`src/rtl/ps2_frame_deserializer.sv`:
```
// ps2_frame_deserializer: PS/2-style frame deserializer with start/parity/stop checks and a stall watchdog.
module ps2_frame_deserializer #(
  parameter int DATA_W      = 8,
  parameter int PARITY_EN   = 1,
  parameter int PARITY_ODD  = 1,
  parameter int TIMEOUT_CYC = 10000
) (
  input  logic              clk,
  input  logic              rst,
  input  logic              edge_found,
  input  logic              serial_data,
  output logic              valid_scan_code,
  output logic [DATA_W-1:0] scan_code_out,
  output logic              parity_err,
  output logic              frame_err,
  output logic              timeout_err
);
  localparam int BW = $clog2(DATA_W + 1);
  localparam int WW = $clog2(TIMEOUT_CYC) + 1;
  typedef enum logic [1:0] {IDLE, DATA, PARITY, STOP} state_t;
  state_t            r_state, w_state_nxt;
  logic [DATA_W-1:0] r_shift, w_shift_nxt, w_code_nxt;
  logic [BW-1:0]     r_cnt, w_cnt_nxt;
  logic [WW-1:0]     r_wd, w_wd_nxt;
  logic              r_par, w_par_nxt;
  logic              w_par_ok, w_expire;
  logic              w_valid_nxt, w_perr_nxt, w_ferr_nxt, w_terr_nxt;
  assign w_par_ok = (PARITY_EN == 0) || ((^r_shift ^ r_par) == (PARITY_ODD != 0));
  // An edge in the expiry cycle keeps the frame alive.
  assign w_expire = (r_state != IDLE) && !edge_found && (r_wd == WW'(TIMEOUT_CYC - 1));
  always_comb begin
    w_state_nxt = r_state;
    w_shift_nxt = r_shift;
    w_cnt_nxt   = r_cnt;
    w_par_nxt   = r_par;
    w_code_nxt  = scan_code_out;
    w_valid_nxt = 1'b0;
    w_perr_nxt  = 1'b0;
    w_ferr_nxt  = 1'b0;
    w_terr_nxt  = 1'b0;
    w_wd_nxt    = (r_state == IDLE || edge_found) ? '0 : ((&r_wd) ? r_wd : r_wd + 1'b1);
    if (w_expire) begin
      w_state_nxt = IDLE;
      w_terr_nxt  = 1'b1;
      w_wd_nxt    = '0;
    end else if (edge_found) begin
      case (r_state)
        IDLE: begin
          w_state_nxt = serial_data ? IDLE : DATA;
          w_cnt_nxt   = '0;
        end
        DATA: begin
          w_shift_nxt = (r_shift >> 1) | (DATA_W'(serial_data) << (DATA_W - 1));
          w_cnt_nxt   = r_cnt + 1'b1;
          if (r_cnt == BW'(DATA_W - 1)) w_state_nxt = (PARITY_EN != 0) ? PARITY : STOP;
        end
        PARITY: begin
          w_par_nxt   = serial_data;
          w_state_nxt = STOP;
        end
        STOP: begin
          w_state_nxt = IDLE;
          w_ferr_nxt  = !serial_data;
          w_perr_nxt  = serial_data && !w_par_ok;
          w_valid_nxt = serial_data && w_par_ok;
          w_code_nxt  = (serial_data && w_par_ok) ? r_shift : scan_code_out;
        end
        default: w_state_nxt = IDLE;
      endcase
    end
  end
  always_ff @(posedge clk or negedge rst) begin
    if (!rst) begin
      r_state         <= IDLE;
      r_shift         <= '0;
      r_cnt           <= '0;
      r_wd            <= '0;
      r_par           <= 1'b0;
      scan_code_out   <= '0;
      valid_scan_code <= 1'b0;
      parity_err      <= 1'b0;
      frame_err       <= 1'b0;
      timeout_err     <= 1'b0;
    end else begin
      r_state         <= w_state_nxt;
      r_shift         <= w_shift_nxt;
      r_cnt           <= w_cnt_nxt;
      r_wd            <= w_wd_nxt;
      r_par           <= w_par_nxt;
      scan_code_out   <= w_code_nxt;
      valid_scan_code <= w_valid_nxt;
      parity_err      <= w_perr_nxt;
      frame_err       <= w_ferr_nxt;
      timeout_err     <= w_terr_nxt;
    end
  end
endmodule

```
`config.mk`:
```
export PLATFORM = sky130hd
export DESIGN_NAME = ps2_frame_deserializer
export DESIGN_NICKNAME = d
export VERILOG_FILES = /design/src/rtl/ps2_frame_deserializer.sv
export SDC_FILE = /design/constraint.sdc
export NUM_CORES = 1
export LEC_CHECK = 0
export ABC_AREA = 1
export CELL_PAD_IN_SITES_DETAIL_PLACEMENT = 1
export CELL_PAD_IN_SITES_GLOBAL_PLACEMENT = 1
export CORE_ASPECT_RATIO = 0.7
export CORE_MARGIN = 2
export CORE_UTILIZATION = 39
export DETAILED_ROUTE_END_ITERATION = 12
export GPL_ROUTABILITY_DRIVEN = 1
export MAX_ROUTING_LAYER = met4
export PLACE_DENSITY_LB_ADDON = 0.25
export SLEW_MARGIN = 20
export SYNTH_ARGS = -nofsm -noshare
export SYNTH_HDL_FRONTEND = slang
export SYNTH_SLANG_ARGS = --single-unit
```
`constraint.sdc`:
```
create_clock -name clk -period 1.5 [get_ports clk]
set_input_delay 0.225 -clock clk [delete_from_list [all_inputs] [get_ports clk]]
set_output_delay 0.225 -clock clk [all_outputs]
set_load 0.02 [all_outputs]
```
==> After elaboration in Yosys (flattened, before gate mapping) <==
Index checks and enable logic that the tools add are counted.
{ "totals": {"reg_bits": 42, "input_bits": 4, "word_cells": 60, "output_inout_bits": 12} }
{ "classes": {"eq_ne": 7, "n_reduce_logical": 19, "n_addsub": 2, "bitwise_logic": 3, "n_mux": 19} }
{ "ops": {"columns": ["cell", "count"], "rows": [
  ["2-to-1 mux 15 bit", 3],
  ["adder 15 x 1 -> 15 bit, second input constant", 1],
  ["== test 15 x 14 -> 1 bit, second input constant", 1],
  ["AND reduction 15 bit", 1],
  ["2-to-1 mux 1 bit", 11],
  ["AND reduction 3 bit", 3],
  ["bitwise OR 7 x 8 -> 8 bit", 1],
  ["one-hot mux 2 bit (4 select lines)", 1],
  ["one-hot mux 4 bit (2 select lines)", 1],
  ["XOR reduction 8 bit", 1],
  ["2-to-1 mux 2 bit", 3],
  ["!= test 3 bit, second input constant", 2],
  ["nonzero test 2 bit", 3],
  ["adder 4 x 1 -> 4 bit, second input constant", 1],
  ["== test 2 bit, second input constant", 2],
  ["== test 4 x 3 -> 1 bit, second input constant", 1],
  ["logical AND 1 bit", 4],
  ["AND reduction 4 bit", 1],
  ["zero test 1 bit", 3],
  ["== test 2 x 1 -> 1 bit, second input constant", 1],
  ["zero test 2 bit", 1],
  ["AND reduction 2 bit", 1],
  ["logical OR 1 bit", 1],
  ["NOT 1 bit", 1],
  ["XOR 1 bit", 1]
]} }

==> Depth between registers and ports, before layout <==
{ "depth": {"word_depth": 7, "depth_mapped": 11, "depth_no_buf": 11} }

==> Worst setup path before layout <==
OpenSTA, ideal clock, no wires.
{ "synth_path": {"kind": "reg-to-reg", "start": "register r_state[0]", "end": "register r_wd[3]", "setup_time_ps": 77, "setup_slack_ps": 79, "period_less_slack_ps": 1421, "stages_incl_launch_ff": 9, "n_path_buf": 1, "t_arrival_ps": 1344, "required_time_ps": 1423, "cell_sequence": "dfrtp_1 > inv_1 > ha_1 > nor2_4 > inv_1 > a21oi_2 > buf_4 > o21ai_0 > a21oi_1"} }
{ "synth_via": {"elab_chain_len": 4, "elab_cells_between_ends": 8, "classes_between": "eq/ne (1); mux (2); reduce/logical (5)"} }
{ "synth_rtl": {"columns": ["item", "line", "rtl"], "rows": [
  ["start, declared", "21", "state_t r_state, w_state_nxt;"],
  ["start signal, assigned", "85", "r_state <= w_state_nxt;"],
  ["nonzero test 2 bit or zero test 2 bit (tied branches)", "30, 41", null],
  ["logical AND 1 bit or logical OR 1 bit (tied branches)", "30, 41", null],
  ["logical AND 1 bit or 2-to-1 mux 15 bit (tied branches)", "30, 41", null],
  ["!= test 3 bit (no source line) or 2-to-1 mux 15 bit (tied branches)", null, null],
  ["end signal, assigned", "88", "r_wd <= w_wd_nxt;"],
  ["end, declared", "24", "logic [WW-1:0] r_wd, w_wd_nxt;"]
]} }
Several ways; a longest one is shown, not always the timed one.
A chain may end at the register's enable or synchronous reset.

==> Final worst setup path <==
{ "layout_path": {"start": "register r_wd[0]", "end": "register r_wd[3]"} }
{ "layout_via": {"elab_chain_len": 4, "elab_cells_between_ends": 8, "classes_between": "add/sub (1); eq/ne (2); mux (3); reduce/logical (2)"} }
{ "layout_rtl": {"columns": ["item", "line", "rtl"], "rows": [
  ["adder 15 x 1 -> 15 bit", "41", "w_wd_nxt = (r_state == IDLE || edge_found) ? '0 : ((&r_wd) ? r_wd : r_wd + 1'b1);"],
  ["2-to-1 mux 15 bit (2 in series)", "41", null],
  ["2-to-1 mux 15 bit", "42", "if (w_expire) begin"]
]} }
Several ways; a longest one is shown, not always the timed one. The select of a mux whose other input is x is not followed.

==> qor.yml <==
outcome: "finished, violations left"
failed_checks: "setup timing"
synth_instances: 293
first_global_vias: 2185
die_height_um: 68.3
ys_ff_latch: 42
period_minus_slack_ns: 1.56
synth_top_family_by_area: "simple AND/OR/NAND/NOR gates"
fin_nets: 377
synthesis.nets: 304
element_type_at_the_critical_path_end: "flop"
tcrit_tclk_final: 1.04
finalSetupViolCount: 13
num_vias: 2298
muxShareOfSynthArea: 0.00489
vdd_drop_max_uv: 710
worstPathRequired_ns: 1.74
total_grt_usage: 0.219
slew_violations: 0
route.detailed.wl_per_inst_um: 16.7
globalRoute.totalOverflow: 0
report.power.total_mw: 5.27
dr.first_iter.drc_count: 107
floorplan.core_area_um2: 5700
yosysSeqAreaShare: 0.457
area_growth_syn_to_layout_pct: 44.7
worstPathArrival_ns: 1.80
place.gp.congestion: 0.828
timing.max_cap.violations: 0
static-leakage-power_nw: 1.73
total_number_of_clock_tree_sinks: 42
synth_fa_ha_area_frac: 0.0380
setup_ws_ns: -0.0597
timing.fmax_mhz: 641
cts.root.buffer_cell: "sky130_fd_sc_hd__clkbuf_8"
place.port_buffers: 15
totalNegativeSetupSlack_ns: -0.222
drt_wl_total_mm: 7.38
synth.yosys.warnings: 0
power-per-cell-area_nw_per_um2: 1580
clk-insertion-delay-late_ns: 0.31
finalClockSkew_ns: 0.0128
die_w_um: 95.8
post_synth_instance_area_um2: 2300
unrepaired_setup_endpoints_after_global_routing: "true"
die_area_um2: 6540
placedCellCount: 418
layoutNonFillerInstCount: 441
synth_compound_area_frac: 0.0658
max-slew-margin-rel: 0.797
initial_standard_cell_utilization_of_the_core: 0.404
critical_path.startpoint_type: "flop"
htree_num_levels: 2
number_of_buffers_inserted_during_clock_tree_synthesis: 5
post_drt_via_cell_ratio: 5.21
cts-root-to-sink-buffers: 2
grt_first_pass_wirelength_mm: 10.5
finalHoldViolations: 0
placement_rows: 23
postRouteAntennaNets: 0
antenna-diode-count: 0
synth_cell_type_count: 29
category_of_the_most_critical_setup_path: "reg2reg"
xor_xnor_portion_of_the_synthesized_cell_area: 0.00761
worst_setup_hold_path_clk_slew_ns: 0.09
worst_slew_pin_slew_ns: 0.302
hold_path_class: "in2async"
top_level_port_count: 16
post-dp-hpwl_mm: 4.70
number_of_antenna_violations_at_the_first_check_in_global_routing: 0
preCtsSetupSlack_ns: -0.230
critical_path_peak_fanout: 8
simple_gate_share_of_the_synthesized_area: 0.352
fraction_of_final_layout_cells_sized_beyond_drive_strength_1: 0.374
drt_first_pass_iters: 4
grt_start_max_net_pins: 43
layout.filler_cells: 678
synthesis.area_per_instance_um2: 7.86
drt_drc_violations_left: 0
tritoncts: "done"
## per-stage QoR
step                 util  instance area (um^2)  hold WS, ns
CTS                 0.529                  3010        0.432
global placement    0.495                  2820        0.221
global route        0.585                  3330        0.462
finish              0.585                  3330        0.428
floorplan               -                  2300      -0.0706
detailed placement  0.495                  2820        0.221
## where the power goes
| part | leakage [nW] | total, mW | switching [mW] | internal [mW] |
|---|---|---|---|---|
| clock network | 0.0573 | 0.945 | 0.412 | 0.533 |
| registers | 0.559 | 1.67 | 0.274 | 1.39 |
| logic | 1.12 | 2.66 | 1.57 | 1.08 |
## Yosys cell counts
library cell               count  area (um^2)
sky130_fd_sc_hd__nand3_4       2         35.0
sky130_fd_sc_hd__mux2_2        1         11.3
sky130_fd_sc_hd__ha_1          7         87.6
sky130_fd_sc_hd__nand2_4       1         11.3
sky130_fd_sc_hd__nor3_1        4         20.0
sky130_fd_sc_hd__o21ai_0      16         80.1
sky130_fd_sc_hd__nand2_1      82          308
sky130_fd_sc_hd__buf_2         1         5.00
sky130_fd_sc_hd__nand3_1      23          115
sky130_fd_sc_hd__nor2_2        2         12.5
sky130_fd_sc_hd__a21oi_2       1         8.76
sky130_fd_sc_hd__o31ai_1       1         7.51
sky130_fd_sc_hd__nand4_1      15         93.8
sky130_fd_sc_hd__xor2_1        2         17.5
sky130_fd_sc_hd__nor2_1       25         93.8
sky130_fd_sc_hd__nand2_2       4         25.0
sky130_fd_sc_hd__inv_2         9         33.8
sky130_fd_sc_hd__nor4_1        4         25.0
sky130_fd_sc_hd__o211ai_1      1         7.51
sky130_fd_sc_hd__o21ai_1       1         5.00
sky130_fd_sc_hd__nor3_4        1         16.3
sky130_fd_sc_hd__buf_4         1         7.51
sky130_fd_sc_hd__nor2_4        3         33.8
sky130_fd_sc_hd__clkbuf_1      1         3.75
sky130_fd_sc_hd__inv_1        33          124
sky130_fd_sc_hd__a21oi_1       6         30.0
sky130_fd_sc_hd__nor3_2        2         20.0
sky130_fd_sc_hd__dfrtp_1      42         1050
sky130_fd_sc_hd__a31oi_1       2         12.5
## layer usage
metal,vias to the layer above,part of all wire,track usage
li1,1103,-,-
met1,1156,0.49,0.324
met2,30,0.47,0.312
met3,9,0.028,0.0396
met4,0,0.010,0.0482
met5,-,0,-
## registers in the layout, indices dropped and copies added (netlist names)
signal           flops
parity_err           1
r_wd                15
frame_err            1
scan_code_out        8
r_cnt                4
r_state              2
r_par                1
valid_scan_code      1
timeout_err          1
r_shift              8
## worst max-delay path, cell delays in order, from the launching register on
cell and delay [ns]:
sky130_fd_sc_hd__dfrtp_1 0.41, sky130_fd_sc_hd__ha_2 0.20, sky130_fd_sc_hd__nand2_2 0.06, sky130_fd_sc_hd__inv_2 0.05, sky130_fd_sc_hd__nand2_2 0.07, sky130_fd_sc_hd__nor2_2 0.07
sky130_fd_sc_hd__a21oi_4 0.21, sky130_fd_sc_hd__buf_6 0.16, sky130_fd_sc_hd__o21ai_0 0.13, sky130_fd_sc_hd__a21oi_2 0.13
## worst paths after layout
| check | startpoint | to | slack, ns | cells past startpoint |
|---|---|---|---|---|
| setup / recovery | r_wd[0]$_DFFE_PN0P_ | r_wd[3]$_DFFE_PN0P_ | -0.06 | 9 |
| hold / removal | rst | r_wd[5]$_DFFE_PN0P_ | 0.43 | 3 |
| setup reg to reg | r_wd[0]$_DFFE_PN0P_ | r_wd[3]$_DFFE_PN0P_ | -0.06 | 9 |
| hold reg to reg | scan_code_out[6]$_DFFE_PN0P_ | scan_code_out[6]$_DFFE_PN0P_ | 0.47 | 2 |
| max in group asynchronous | rst | r_shift[5]$_DFFE_PN0P_ | 0.85 | 3 |
| min in group clk | scan_code_out[6]$_DFFE_PN0P_ | scan_code_out[6]$_DFFE_PN0P_ | 0.47 | 2 |
## placed cells by master (no fill, tap or decap), drive strengths merged
master,count
a21oi,7
a31oi,2
buf,52
bufinv,1
clkbuf,6
clkdlybuf4s50,4
dfrtp,42
dlygate4sd2,3
dlygate4sd3,1
dlymetal6s2s,7
ha,7
inv,42
mux2,1
nand2,87
nand3,27
nand4,15
nor2,30
nor3,7
nor4,4
o211ai,1
o21ai,17
o31ai,1
xor2,2
## repair_timing
action | in CTS | in global routing
hold buffers | 1 | 0
resized for setup | 15 | 72
endpoints found under the setup margin | 26 | 36
setup buffers | 4 | 9
pin swaps | 8 | 21
endpoints found under the hold margin | 42 | 0
cloned | 0 | 2
## final cells by class
| type | instances | area, um^2 | share of cell area |
|---|---|---|---|
| timing repair buffer | 67 | 598 | 0.179 |
| clock buffer | 6 | 82.6 | 0.0248 |
| clock inverter | 1 | 30.0 | 0.00901 |
| tap | 75 | 93.8 | 0.0282 |
| inverter | 42 | 163 | 0.0488 |
| multi-input combinational | 208 | 1310 | 0.392 |
| sequential | 42 | 1060 | 0.317 |
## cell families (layout without fill, tap and decap cells)
kind of cell,Yosys count,count (layout)
fa+ha+maj,7,7
buf+inv,45,116
flops,42,42
compound gates,28,28
mux,1,1
simple gates,168,170
xor+xnor,2,2
Note: power is estimated with default switching activity, not from simulation.
